### config.mk
export PLATFORM = sky130hd
export DESIGN_NAME = mem_access_ctrl
export DESIGN_NICKNAME = d
export VERILOG_FILES = /design/src/rtl/core_pkg.sv /design/src/rtl/mem_access_ctrl_load_align.sv /design/src/rtl/mem_access_ctrl.sv
export SDC_FILE = /design/constraint.sdc
export NUM_CORES = 1
export LEC_CHECK = 0
export CORE_MARGIN = 3
export CORE_UTILIZATION = 46
export DETAILED_ROUTE_END_ITERATION = 10
export GPL_ROUTABILITY_DRIVEN = 0
export PLACE_DENSITY = 0.88
export SLEW_MARGIN = 20
export SYNTH_ARGS = -nofsm -noshare
export SYNTH_HDL_FRONTEND = slang
export SYNTH_SLANG_ARGS = --single-unit
### constraint.sdc
create_clock -name clk -period 9 [get_ports clk]
set_clock_uncertainty 0.2 [all_clocks]
set_input_delay 1.8 -clock clk [delete_from_list [all_inputs] [get_ports clk]]
set_output_delay 1.8 -clock clk [all_outputs]
set_load 0.05 [all_outputs]
### src/rtl/core_pkg.sv
// core_pkg: encodings and helpers shared by the MEM-stage logic.
//   - funct3 load/store width encodings (B, H, W, BU, HU)
//   - FSM state enum for the MEM-stage sequencer (IDLE, BUSY, DONE)
//   - NOP instruction constant used for pipeline bubbles
//   - helpers for access size, misalignment, byte enables and store lanes
package core_pkg;

    localparam logic [2:0] F3_B  = 3'b000;
    localparam logic [2:0] F3_H  = 3'b001;
    localparam logic [2:0] F3_W  = 3'b010;
    localparam logic [2:0] F3_BU = 3'b100;
    localparam logic [2:0] F3_HU = 3'b101;

    localparam logic [31:0] NOP_INSTR = 32'h0000_0013;

    typedef enum logic [1:0] {
        ST_IDLE = 2'd0,
        ST_BUSY = 2'd1,
        ST_DONE = 2'd2
    } state_t;

    typedef enum logic [1:0] {
        SZ_BYTE = 2'd0,
        SZ_HALF = 2'd1,
        SZ_WORD = 2'd2
    } size_t;

    // Unlisted funct3 codes fall back to word accesses.
    function automatic size_t f3_size(input logic [2:0] f3);
        size_t sz;
        case (f3)
            F3_B, F3_BU: sz = SZ_BYTE;
            F3_H, F3_HU: sz = SZ_HALF;
            default:     sz = SZ_WORD;
        endcase
        return sz;
    endfunction

    function automatic logic is_misaligned(input logic [2:0] f3, input logic [1:0] off);
        logic mis;
        case (f3_size(f3))
            SZ_BYTE: mis = 1'b0;
            SZ_HALF: mis = off[0];
            default: mis = (off != 2'b00);
        endcase
        return mis;
    endfunction

    // Loads always fetch the whole word; stores enable only the written lanes.
    function automatic logic [3:0] store_be(input logic [2:0] f3, input logic [1:0] off,
                                            input logic we);
        logic [3:0] be;
        if (!we) begin
            be = 4'hF;
        end else begin
            case (f3_size(f3))
                SZ_BYTE: be = 4'b0001 << off;
                SZ_HALF: be = 4'b0011 << off;
                default: be = 4'hF;
            endcase
        end
        return be;
    endfunction

    // Replicate the store operand across lanes so the enabled lane carries it.
    function automatic logic [31:0] store_data(input logic [2:0] f3, input logic [31:0] wd);
        logic [31:0] d;
        case (f3_size(f3))
            SZ_BYTE: d = {4{wd[7:0]}};
            SZ_HALF: d = {2{wd[15:0]}};
            default: d = wd;
        endcase
        return d;
    endfunction

endpackage

### src/rtl/mem_access_ctrl_load_align.sv
// load_align: combinational lane select and sign/zero extension of a read word.
//   funct3 [2:0]  : load width/signedness (B, H, W, BU, HU; others act as W)
//   offset [1:0]  : byte offset of the access within the word
//   rdata  [31:0] : raw word from the data bus
//   data   [31:0] : extended load result
module load_align
    import core_pkg::*;
(
    input  logic [2:0]  funct3,
    input  logic [1:0]  offset,
    input  logic [31:0] rdata,
    output logic [31:0] data
);

    logic [7:0]  byte_s;
    logic [15:0] half_s;

    // Pick the addressed byte/halfword, then extend according to funct3.
    always_comb begin
        byte_s = 8'h00;
        half_s = 16'h0000;
        data   = rdata;

        case (offset)
            2'd0:    byte_s = rdata[7:0];
            2'd1:    byte_s = rdata[15:8];
            2'd2:    byte_s = rdata[23:16];
            2'd3:    byte_s = rdata[31:24];
            default: byte_s = rdata[7:0];
        endcase

        if (offset[1]) begin
            half_s = rdata[31:16];
        end else begin
            half_s = rdata[15:0];
        end

        case (funct3)
            F3_B:    data = {{24{byte_s[7]}}, byte_s};
            F3_BU:   data = {24'h000000, byte_s};
            F3_H:    data = {{16{half_s[15]}}, half_s};
            F3_HU:   data = {16'h0000, half_s};
            default: data = rdata;
        endcase
    end

endmodule

### src/rtl/mem_access_ctrl.sv
// mem_access_ctrl: MEM-stage sequencer running one req/ack data-bus access per
// EX/MEM load/store, stalling the pipeline while the access is outstanding.
//   clk, rst                  : clock, asynchronous active-high reset
//   mem_read, mem_write       : EX/MEM controls (both set = store)
//   funct3, addr, wdata       : access width, byte address, store operand
//   bus_req/we/addr/wdata/be  : registered bus request, held for the access
//   bus_ack, bus_rdata        : completion strobe and read word
//   stall                     : combinational hold for PC, IF/ID, ID/EX, EX/MEM
//   load_data, load_valid     : extended load result and its one-cycle strobe
//   misalign_err, timeout_err : one-cycle error pulses
module mem_access_ctrl
    import core_pkg::*;
#(
    parameter int unsigned TIMEOUT_CYCLES = 16,
    parameter int unsigned CNT_W          = 8
) (
    input  logic        clk,
    input  logic        rst,
    input  logic        mem_read,
    input  logic        mem_write,
    input  logic [2:0]  funct3,
    input  logic [31:0] addr,
    input  logic [31:0] wdata,
    output logic        bus_req,
    output logic        bus_we,
    output logic [31:0] bus_addr,
    output logic [31:0] bus_wdata,
    output logic [3:0]  bus_be,
    input  logic        bus_ack,
    input  logic [31:0] bus_rdata,
    output logic        stall,
    output logic [31:0] load_data,
    output logic        load_valid,
    output logic        misalign_err,
    output logic        timeout_err
);

    localparam logic [CNT_W-1:0] CNT_LAST = CNT_W'(TIMEOUT_CYCLES - 1);
    localparam logic [CNT_W-1:0] CNT_ONE  = CNT_W'(1);

    state_t           state_r;
    state_t           state_nxt_s;
    logic [CNT_W-1:0] cnt_r;
    logic [2:0]       f3_r;
    logic [1:0]       off_r;
    logic             access_s;
    logic             misalign_s;
    logic             cnt_last_s;
    logic [31:0]      ext_data_s;

    // Decode the EX/MEM request and the timeout boundary.
    always_comb begin
        access_s   = mem_read | mem_write;
        misalign_s = is_misaligned(funct3, addr[1:0]);
        cnt_last_s = (cnt_r == CNT_LAST);
    end

    // Next state and stall; stall is forced low while reset is asserted so an
    // access held in EX/MEM cannot keep the pipeline frozen through a reset.
    always_comb begin
        state_nxt_s = state_r;
        stall       = 1'b0;
        case (state_r)
            ST_IDLE: begin
                if (access_s && !misalign_s && !rst) begin
                    stall       = 1'b1;
                    state_nxt_s = ST_BUSY;
                end else begin
                    stall       = 1'b0;
                    state_nxt_s = ST_IDLE;
                end
            end
            ST_BUSY: begin
                stall = 1'b1;
                if (bus_ack || cnt_last_s) begin
                    state_nxt_s = ST_DONE;
                end else begin
                    state_nxt_s = ST_BUSY;
                end
            end
            // DONE releases the pipeline for one cycle and never starts an access.
            ST_DONE: begin
                stall       = 1'b0;
                state_nxt_s = ST_IDLE;
            end
            default: begin
                stall       = 1'b0;
                state_nxt_s = ST_IDLE;
            end
        endcase
    end

    // State register.
    always_ff @(posedge clk or posedge rst) begin
        if (rst) begin
            state_r <= ST_IDLE;
        end else begin
            state_r <= state_nxt_s;
        end
    end

    load_align u_load_align (
        .funct3 (f3_r),
        .offset (off_r),
        .rdata  (bus_rdata),
        .data   (ext_data_s)
    );

    // Bus request, latched access fields, timeout counter and result pulses.
    always_ff @(posedge clk or posedge rst) begin
        if (rst) begin
            bus_req      <= 1'b0;
            bus_we       <= 1'b0;
            bus_addr     <= 32'h0000_0000;
            bus_wdata    <= 32'h0000_0000;
            bus_be       <= 4'h0;
            f3_r         <= 3'b000;
            off_r        <= 2'b00;
            cnt_r        <= '0;
            load_data    <= 32'h0000_0000;
            load_valid   <= 1'b0;
            misalign_err <= 1'b0;
            timeout_err  <= 1'b0;
        end else begin
            load_valid   <= 1'b0;
            misalign_err <= 1'b0;
            timeout_err  <= 1'b0;
            case (state_r)
                ST_IDLE: begin
                    if (access_s && misalign_s) begin
                        misalign_err <= 1'b1;
                        if (!mem_write) begin
                            load_data  <= 32'h0000_0000;
                            load_valid <= 1'b1;
                        end
                    end else if (access_s) begin
                        bus_req   <= 1'b1;
                        bus_we    <= mem_write;
                        bus_addr  <= {addr[31:2], 2'b00};
                        bus_be    <= store_be(funct3, addr[1:0], mem_write);
                        bus_wdata <= store_data(funct3, wdata);
                        f3_r      <= funct3;
                        off_r     <= addr[1:0];
                        cnt_r     <= '0;
                    end
                end
                ST_BUSY: begin
                    if (bus_ack) begin
                        bus_req <= 1'b0;
                        if (!bus_we) begin
                            load_data  <= ext_data_s;
                            load_valid <= 1'b1;
                        end
                    end else if (cnt_last_s) begin
                        bus_req     <= 1'b0;
                        timeout_err <= 1'b1;
                        if (!bus_we) begin
                            load_data  <= 32'h0000_0000;
                            load_valid <= 1'b1;
                        end
                    end else begin
                        cnt_r <= cnt_r + CNT_ONE;
                    end
                end
                default: begin
                    bus_req <= 1'b0;
                end
            endcase
        end
    end

endmodule

==> impl_metrics.csv <==
group,metric,value,unit
status,status,"finished, final reports clean",
clock_tree,cts_tree,"done",
sta,min_period_over_period,70.7,%
clock_tree,clk_latency,0.41,ns
worst_setup_path,crit_path_max_incr_delay,0.81,ns
clock_tree,cts.htree.levels,4,
sta,final_hold_viol_count,0,
hold_path,worst_hold_path_type,"reg -> reg",
clock_tree,cts_buffer_depth,2,
cells_and_area,area_delta_synth_final,44.6,%
power_and_ir_drop,vdd.ir_drop.worst,199,uV
global_routing,track_usage,24.1,%
sta,setup_tns,0,ns
cells_and_area,fillers,944,
floorplanning,dieArea,0.0145,mm2
clock_tree,hold_buffers,0,
sta,worst_pin_slew,1.06,ns
clock_tree,cts_buffers,17,
synthesis,ys_warn_count,0,
worst_setup_path,slowest_stage,"clkdlybuf4s50_1",
global_routing,grt_pass1_vias,5213,
routing,vias_per_cell,5.44,
sta,setup_viol,0,
clock_tree,path_clk_slew,0.05,ns
clock_tree,clkSinkCount,118,
synthesis,ys_types,55,
cells_and_area,final_common_cell,"clkdlybuf4s50_1",
clock_tree,cts_setup_buffers,0,
cells_and_area,nNetsFinal,833,
clock_tree,clockRootBuffer,"clkbuf_16",
routing,drc_errors,0,
floorplanning,design.core.area,0.0127,mm2
worst_setup_path,worstSetupPathType,"in -> out",
routing,num_vias,4970,
clock_tree,cts_resized,0,
sta,rsz0062_at_grt,"no",
floorplanning,die_h,120,um
global_routing,antenna_found_initial,0,
cells_and_area,drive_gt1_share,14.3,%
flow_run,drv_cap,0,
floorplanning,initial_core_util,47.3,%
sta,fmax,157,MHz
cells_and_area,layout_common_cells,"clkdlybuf4s50_1, dfrtp_1, mux2i_1",
worst_setup_path,critPathLaunchType,"input pin",
placement,hpwl,12.6,mm
worst_setup_path,worstPathMaxFanout,12,
floorplanning,io_pins,210,
sta,hold_ws,0.285,ns
routing,postRouteWirelength,17.2,mm
synthesis,synth_area,0.00602,mm2
floorplanning,placementRows,41,
routing,dr.pass1.iters,5,
synthesis,ys_ff_latch,118,
synthesis,ys_seq_area_share,49.0,%
worst_setup_path,end_kind,"primary output",
routing,wl_per_cell,18.9,um
global_routing,grt_max_degree,87,
placement,io_buffer_count,207,
worst_setup_path,cp_data_arrival_time,4.36,ns
cells_and_area,diodes,0,
sta,period_needed,6.36,ns
synthesis,synth-async-reset-ratio,100,%
synthesis,netlist_instances,535,
floorplanning,die_width,120,um
sta,max_slew_margin,29.1,%
global_routing,grt_overflow_total,0,
routing,drt-initial-drc-count,462,
synthesis,synth_area_per_cell,11.3,um2
synthesis,synth_edf_count,0,
power_and_ir_drop,power.total,2.58,mW
synthesis,synth_flop_cell,"dfrtp_1",
sta,slew_viol_final,0,
power_and_ir_drop,p_leak,3.65,nW
power_and_ir_drop,p_per_area,296,mW/mm2
routing,antenna_left,0,
global_routing,grt_pass1_wl,27.2,mm
worst_setup_path,crit_required,7.00,ns
worst_setup_path,crit_chain,"clkdlybuf4s50_1 -> nor2_1 -> buf_4 -> or2_1 -> a41oi_1 -> nor2_1 -> clkdlybuf4s50_1",
==> critical path: cells and delay by family <==
kind	cells	cell delay [ns]
compound gates	1	0.14
simple gates	3	0.63
buf+inv	3	1.78
==> routing by layer <==
layer | GRT usage (%) | vias up | routed length, um
li1 | - | 2308 | -
met1 | 27.8 | 2432 | 6800
met2 | 40.0 | 212 | 8450
met3 | 11.5 | 18 | 1730
met4 | 6.73 | 0 | 240
met5 | 0 | - | 0
==> logic make-up after synthesis <==
family	after synthesis	synth area share [%]
multiplexers	121	21.1
other	1	0.0623
flip-flops	118	49.0
buffers and inverters	71	5.40
AND/OR/NAND/NOR	116	10.8
AO/OA/AOI/OAI	107	13.5
adder cells (fa/ha/maj)	1	0.208
==> final cells by class <==
cell class | instances | area [um2] | share of cell area, %
Inverter | 31 | 124 | 1.42
Sequential cell | 118 | 2950 | 33.9
Tap cell | 172 | 215 | 2.47
Clock buffer | 19 | 453 | 5.20
Clock inverter | 13 | 82.6 | 0.948
Multi-Input combinational cell | 347 | 2760 | 31.7
Timing Repair Buffer | 213 | 2120 | 24.3
==> cells in the mapped netlist, types with 4 or more instances <==
cell	n	area share, %
dfrtp_1	118	49
mux2i_1	74	12
nand4b_1	8	1.2
o2bb2ai_1	7	1.0
a21oi_1	19	1.6
nand2_1	42	2.6
nand3_1	4	0.33
nor2_1	19	1.2
o221ai_1	6	0.87
nor2b_1	12	1.2
mux2_2	45	8.4
buf_1	4	0.25
buf_2	13	1.1
nand2b_1	8	0.83
inv_1	30	1.9
o2bb2ai_2	10	2.5
clkbuf_1	17	1.1
a211oi_1	4	0.50
nand3b_1	8	1.0
o21ai_0	26	2.2
a31oi_1	14	1.5
==> stage by stage <==
step                instances  cell area, um2  setup slack, ns  utilization [%]
floorplan                 536            6030             1.63                -
global placement          881            8170             2.69             64.2
detailed placement        881            8170             2.67             64.2
CTS                       913            8700             2.63             68.4
global route              913            8710             2.51             68.5
finish                    913            8710             2.64             68.5
==> final timing paths <==
| path | endpoint | cells after the start | slack, ns | start |
|---|---|---|---|---|
| min reg2reg | bus_wdata[21] | 2 | 0.28 | bus_wdata[21] |
| max in group asynchronous | load_data[3] | 3 | 5.91 | rst |
| min | bus_wdata[21] | 2 | 0.28 | bus_wdata[21] |
| min in group asynchronous | bus_addr[22] | 2 | 1.57 | rst |
| max | stall | 7 | 2.64 | funct3[0] |
| max reg2reg | load_data[8] | 6 | 6.05 | cnt_r[0] |
==> registers in the layout (all words and copies together) (netlist names) <==
name and cells:
off_r 2, cnt_r 8, bus_req 1, bus_we 1
state_r 2, timeout_err 1, load_data 32, bus_addr 30
load_valid 1, f3_r 3, misalign_err 1, bus_be 4
bus_wdata 32
==> where the power goes <==
group          leakage (nW)  internal (mW)  total, mW  switching [mW]
Clock                 0.260          0.363      0.604           0.241
Sequential             1.47          0.673      0.771          0.0989
Combinational          1.92          0.438       1.21           0.767
Total                  3.65           1.47       2.58            1.11
Note: power is estimated with default switching activity, not from simulation.
